--- config.mk ---
export PLATFORM = sky130hd
export DESIGN_NAME = rle_line_packer_flat
export DESIGN_NICKNAME = d
export VERILOG_FILES = /design/src/rtl/rle_line_packer_if.sv /design/src/rtl/rle_line_packer.sv /design/src/flat_wrapper.sv
export SDC_FILE = /design/constraint.sdc
export NUM_CORES = 1
export LEC_CHECK = 0
export BUFFER_PORTS_ARGS = -buffer_cell sky130_fd_sc_hd__buf_2
export CELL_PAD_IN_SITES_DETAIL_PLACEMENT = 1
export CELL_PAD_IN_SITES_GLOBAL_PLACEMENT = 2
export CORE_MARGIN = 2
export CORE_UTILIZATION = 33
export DETAILED_ROUTE_END_ITERATION = 10
export GPL_ROUTABILITY_DRIVEN = 0
export PLACE_DENSITY_LB_ADDON = 0.1
export SYNTH_ARGS = -nofsm -noshare
export SYNTH_HDL_FRONTEND = slang
export SYNTH_SLANG_ARGS = --single-unit
--- constraint.sdc ---
create_clock -name CLK -period 4.9 [get_ports CLK]
set_input_delay 0.49 -clock CLK [delete_from_list [all_inputs] [get_ports CLK]]
set_output_delay 0.49 -clock CLK [all_outputs]
set_load 0.02 [all_outputs]
--- src/rtl/rle_line_packer_if.sv ---
// Handshake bundle shared by the pixel FIFO read port, the RLE line packer and the UART byte transmitter.
interface rle_line_packer_if #(
  parameter int PixelBitWidth = 16
);
  logic [PixelBitWidth-1:0] i_pixel;
  logic                     i_empty;
  logic                     o_rd_en;
  logic                     i_uart_busy;
  logic [7:0]               o_frame;
  logic                     o_send;
  logic                     o_line_done;

  // master is the FIFO/UART environment, slave is the packer itself
  modport master (
    output i_pixel, i_empty, i_uart_busy,
    input  o_rd_en, o_frame, o_send, o_line_done
  );

  modport slave (
    input  i_pixel, i_empty, i_uart_busy,
    output o_rd_en, o_frame, o_send, o_line_done
  );
endinterface

--- src/rtl/rle_line_packer.sv ---
// Run-length encoder: pops pixels from the CDC FIFO, merges equal neighbours within a line into
// (count, pixel) records and streams them byte-wise to the UART, closing each line with 0x00.
module rle_line_packer #(
  parameter int FrameWidth    = 640,
  parameter int PixelBitWidth = 16,
  parameter int MaxRun        = 255
) (
  input logic              CLK,
  input logic              RST,
  rle_line_packer_if.slave bus
);
  localparam int NumBytes = PixelBitWidth / 8;
  localparam int ColW     = (FrameWidth > 1) ? $clog2(FrameWidth) : 1;
  localparam int IdxW     = $clog2(NumBytes + 1);

  localparam logic [ColW-1:0] LastCol  = ColW'(FrameWidth - 1);
  localparam logic [7:0]      RunLimit = 8'(MaxRun);
  localparam logic [IdxW-1:0] LastIdx  = IdxW'(NumBytes);

  typedef enum logic [1:0] {FETCH, SAMPLE, EMIT, EOL} state_t;

  state_t                   state;
  state_t                   state_next;
  logic [ColW-1:0]          col;
  logic [PixelBitWidth-1:0] run_pix;
  logic [PixelBitWidth-1:0] pend_pix;
  logic [7:0]               run_cnt;
  logic                     pend_valid;
  logic                     eol;
  logic [IdxW-1:0]          byte_idx;
  logic                     sent_q;
  logic [7:0]               frame_q;

  logic                     pop;
  logic                     send;
  logic                     run_break;
  logic                     at_eol;
  logic [7:0]               cur_byte;

  // byte_idx 0 selects the count byte, 1..NumBytes walk the pixel MSB first
  always_comb begin
    state_next = state;
    pop        = 1'b0;
    send       = 1'b0;
    run_break  = (run_cnt != 8'd0) && ((bus.i_pixel != run_pix) || (run_cnt >= RunLimit));
    at_eol     = (col == LastCol);
    cur_byte   = run_cnt;
    for (int k = 0; k < NumBytes; k++) begin
      if (byte_idx == IdxW'(k + 1)) cur_byte = run_pix[(NumBytes-1-k)*8 +: 8];
    end

    case (state)
      FETCH: begin
        pop = !bus.i_empty && !RST;
        if (pop) state_next = SAMPLE;
      end
      SAMPLE: begin
        state_next = (run_break || at_eol) ? EMIT : FETCH;
      end
      EMIT: begin
        // the guard cycle after a send covers the UART's one-cycle busy rise
        send = !bus.i_uart_busy && !sent_q && !RST;
        if (send && byte_idx == LastIdx) begin
          if (pend_valid)  state_next = eol ? EMIT : FETCH;
          else if (eol)    state_next = EOL;
          else             state_next = FETCH;
        end
      end
      EOL: begin
        cur_byte = 8'h00;
        send     = !bus.i_uart_busy && !sent_q && !RST;
        if (send) state_next = FETCH;
      end
      default: state_next = FETCH;
    endcase
  end

  assign bus.o_rd_en     = pop;
  assign bus.o_send      = send;
  assign bus.o_frame     = send ? cur_byte : frame_q;
  assign bus.o_line_done = send && (state == EOL);

  always_ff @(posedge CLK) begin
    if (RST) begin
      state      <= FETCH;
      col        <= '0;
      run_pix    <= '0;
      pend_pix   <= '0;
      run_cnt    <= 8'd0;
      pend_valid <= 1'b0;
      eol        <= 1'b0;
      byte_idx   <= '0;
      sent_q     <= 1'b0;
      frame_q    <= 8'h00;
    end else begin
      state  <= state_next;
      sent_q <= send;
      if (send) frame_q <= cur_byte;

      case (state)
        SAMPLE: begin
          if (run_cnt == 8'd0) begin
            run_pix <= bus.i_pixel;
            run_cnt <= 8'd1;
          end else if (!run_break) begin
            run_cnt <= run_cnt + 8'd1;
          end else begin
            pend_pix   <= bus.i_pixel;
            pend_valid <= 1'b1;
          end
          if (at_eol) eol <= 1'b1;
          else        col <= col + 1'b1;
        end
        EMIT: begin
          if (send) begin
            if (byte_idx == LastIdx) begin
              byte_idx <= '0;
              // the pixel that broke the run becomes a fresh run of one
              if (pend_valid) begin
                run_pix    <= pend_pix;
                run_cnt    <= 8'd1;
                pend_valid <= 1'b0;
              end
            end else begin
              byte_idx <= byte_idx + 1'b1;
            end
          end
        end
        EOL: begin
          if (send) begin
            col     <= '0;
            run_cnt <= 8'd0;
            eol     <= 1'b0;
          end
        end
        default: ;
      endcase
    end
  end
endmodule

--- src/flat_wrapper.sv ---
// flat-port wrapper written by rule: the top's interface ports become plain ports
module rle_line_packer_flat 
#(
  parameter int FrameWidth    = 640,
  parameter int PixelBitWidth = 16,
  parameter int MaxRun        = 255
)
  (CLK, RST, bus_i_pixel, bus_i_empty, bus_i_uart_busy, bus_o_rd_en, bus_o_frame, bus_o_send, bus_o_line_done);
  rle_line_packer_if #(.PixelBitWidth(PixelBitWidth)) bus_i ();
  input logic CLK;
  input logic RST;
  input wire logic [$bits(bus_i.i_pixel)-1:0] bus_i_pixel;
  input wire logic [$bits(bus_i.i_empty)-1:0] bus_i_empty;
  input wire logic [$bits(bus_i.i_uart_busy)-1:0] bus_i_uart_busy;
  output wire logic [$bits(bus_i.o_rd_en)-1:0] bus_o_rd_en;
  output wire logic [$bits(bus_i.o_frame)-1:0] bus_o_frame;
  output wire logic [$bits(bus_i.o_send)-1:0] bus_o_send;
  output wire logic [$bits(bus_i.o_line_done)-1:0] bus_o_line_done;
  assign bus_i.i_pixel = bus_i_pixel;
  assign bus_i.i_empty = bus_i_empty;
  assign bus_i.i_uart_busy = bus_i_uart_busy;
  assign bus_o_rd_en = bus_i.o_rd_en;
  assign bus_o_frame = bus_i.o_frame;
  assign bus_o_send = bus_i.o_send;
  assign bus_o_line_done = bus_i.o_line_done;
  rle_line_packer #(.FrameWidth(FrameWidth), .PixelBitWidth(PixelBitWidth), .MaxRun(MaxRun)) u_core (.CLK(CLK), .RST(RST), .bus(bus_i));
endmodule
==> run_results.csv <==
group,metric,value,unit
run_status,outcome,"finished clean",
die,die_y,106,um
synthesis,synth_area,3430,sq um
worst_setup_path,critPathMaxFanout,27,
pwr,ir_worst_vdd,155,uV
worst_setup_path,worstPathCellList,"inv_1 -> ha_1 -> buf_4 -> clkinv_1 -> nor4_1 -> a21oi_1 -> o21ai_0 -> buf_2",
die,initial_utilization,0.336,
worst_setup_path,critPathKind,"reg -> out",
clock_network,cts.sinks,65,
grt,antenna_found_initial,0,
worst_setup_path,slowest_stage,"nor4_1",
synthesis,synth-async-reset-ratio,0,
synthesis,seq_area_frac_synth,0.380,
route,drcViolationCount,0,
grt,grt_use_met1,0.238,
timing,skew,12.0,ps
hold_path,hold_class,"in -> reg",
route,vias,2877,
layout,drive_above_1_share,0.128,
timing,hold_viol_final,0,
pwr,power,1.39,mW
route,first_pass_iters,4,
synthesis,yosys_most_used_dff,"dfxtp_1",
timing,tightest_slew,1140,ps
die,ios,31,
layout,nFillCells,1253,
route,wl_per_cell,16.7,um
timing,maxSlewHeadroom,0.241,
die,fp.dieW,106,um
clock_network,tritoncts,"done",
pwr,power.density,359,nW/um^2
worst_setup_path,endpoint_kind,"primary output",
grt,grt_remaining_overflow,0,
worst_setup_path,arrival,2760,ps
synthesis,ys.warnings.count,0,
route,drtAntennaViolNets,0,
die,die-area,11200,sq um
synthesis,yosys.cell_types.count,49,
layout,syn_to_final_growth,13.1,%
worst_setup_path,cpPeakStageDelay,420,ps
synthesis,ys_ff_latch,65,
clock_network,cts_setup_buffers,0,
worst_setup_path,start_kind,"flop",
timing,finalCriticalPeriod,3250,ps
die,rows,37,
place,io_buffers,30,
layout,antenna_cells,0,
grt,grtUsageTotal,0.175,
grt,grtUsageMet3,0.0454,
flow_run,max_cap_violations,0,
route,dr.first_iter.drc_count,131,
timing,report.final.slew_viol_count,0,
grt,grt_pass1_wl,15.2,mm
clock_network,root_buffer,"clkbuf_8",
clock_network,cts_hold_buf,0,
clock_network,clk_path_buf_depth,2,
timing,rsz0062_at_grt,"no",
synthesis,syn_area_per_cell,8.54,sq um
die,core,10200,sq um
clock_network,cts_max_level,3,
timing,setup_violations,0,
synthesis,synth_nets,428,
grt,grt_max_degree,46,
timing,fin_crit_sh,0.664,
layout,layout.nets,447,
grt,grt_pass1_vias,2790,
clock_network,clk-insertion-delay-late,360,ps
place,dp_hpwl,6.61,mm
route,vias_per_cell,5.15,
clock_network,path_clk_slew,70,ps
grt,top_usage_layer,"met2",
timing,fmax,307,MHz
clock_network,cts_resized,0,
synthesis,synth-edff-count,0,
grt,gr-usage-met2,0.270,
route,finalWirelength,9.34,mm
worst_setup_path,required,4410,ps
pwr,p_leak,1.32,nW
clock_network,numCtsBuffers,9,
synthesis,postSynthCellCount,401,
timing,fin_setup_tns,0,ps
[layer usage]
| metal | vias up | share of wire | wire, um |
|---|---|---|---|
| met4 | 0 | 0.014 | 127 |
| met1 | 1372 | 0.51 | 4720 |
| li1 | 1456 | - | - |
| met2 | 39 | 0.45 | 4180 |
| met3 | 10 | 0.033 | 309 |
| met5 | - | 0 | 0 |
[worst max-delay path: cells and delay by family, from the launching register on]
| family | cells | cell delay, ps |
|---|---|---|
| AND/OR/NAND/NOR | 1 | 420 |
| AO/OA/AOI/OAI | 2 | 380 |
| buffers and inverters | 4 | 1120 |
| adder cells (fa/ha/maj) | 1 | 160 |
| flip-flops | 1 | 340 |
[layout by cell type, fill, tap and decap left out, types with 2 or more instances in the layout]
master and n:
nand3_1 6, o22ai_1 3, or3_1 5, and2_1 5
clkbuf_8 11, nor2_1 60, nand2b_1 2, and3_1 2
xnor2_1 20, o21ai_0 16, bufinv_16 2, dfxtp_1 65
buf_4 3, nor2b_1 11, or2_2 2, inv_1 10
a21o_1 2, ha_1 7, xor2_1 5, a211oi_1 27
nor4_1 4, nand2_1 22, buf_2 30, a21oi_1 20
nand3b_1 3, mux2i_1 38, nand4_1 10, nor3_1 10
[report_power, final]
group          internal [mW]  switching, mW  total [mW]
Combinational          0.107          0.149       0.256
Sequential             0.573         0.0490       0.622
Clock                  0.308          0.208       0.515
[logic make-up after synthesis]
logic type	synth area share
simple gates	0.209
flops	0.380
buf+inv	0.0438
xor+xnor	0.0639
compound gates	0.167
mux	0.111
fa+ha+maj	0.0256
[per-stage QoR]
stage                     utilization  area, sq um  instances  hold slack, ps  setup WS, ps
after global placement          0.359         3660        545             473          1790
after global routing            0.381         3880        559             409          1360
after detailed placement        0.359         3660        545             485          1710
final                           0.381         3880        559             411          1650
after CTS                       0.381         3880        559             407          1610
after floorplan                     -         3430        401             460          2490
[worst paths after layout]
path                                      start                 end  slack (ps)  cells after the start
worst max register to register  u_core.state[1]   u_core.run_cnt[6]        1940                      7
worst min register to register       u_core.eol          u_core.eol         500                      2
worst min-delay path             bus_i_pixel[6]  u_core.pend_pix[6]         410                      3
worst max-delay path            u_core.state[0]      bus_o_frame[6]        1650                      8
[flip-flops by register name, summed over array words and instances, names as in the netlist]
signal             flops
u_core.byte_idx        2
u_core.col            10
u_core.eol             1
u_core.frame_q         8
u_core.pend_pix       16
u_core.pend_valid      1
u_core.run_cnt         8
u_core.run_pix        16
u_core.sent_q          1
u_core.state           2
[cells in the mapped netlist, drive strengths merged (3+ instances only)]
master / count / area share
or3: 5 / 0.0091
o21ai: 16 / 0.023
xnor2: 20 / 0.051
nor3: 10 / 0.015
ha: 7 / 0.026
inv: 10 / 0.011
and2: 5 / 0.0091
nand3: 6 / 0.0088
nand2: 22 / 0.024
dfxtp: 65 / 0.38
xor2: 5 / 0.013
o22ai: 3 / 0.0055
a21oi: 21 / 0.032
nand4: 10 / 0.018
nor2b: 11 / 0.020
nor2: 60 / 0.066
nor4: 4 / 0.0073
nand3b: 3 / 0.0066
a211oi: 27 / 0.059
clkbuf: 14 / 0.015
buf: 11 / 0.016
mux2i: 38 / 0.11
[final cells by class]
cell class,instances,area (sq um),share of cell area
Clock inverter,3,65.1,0.0168
Inverter,11,41.3,0.0107
Timing Repair Buffer,33,173,0.0445
Clock buffer,11,151,0.0391
Sequential cell,65,1300,0.336
Multi-Input combinational cell,300,1970,0.509
Tap cell,136,170,0.0439
Note: power is estimated with default switching activity, not from simulation.
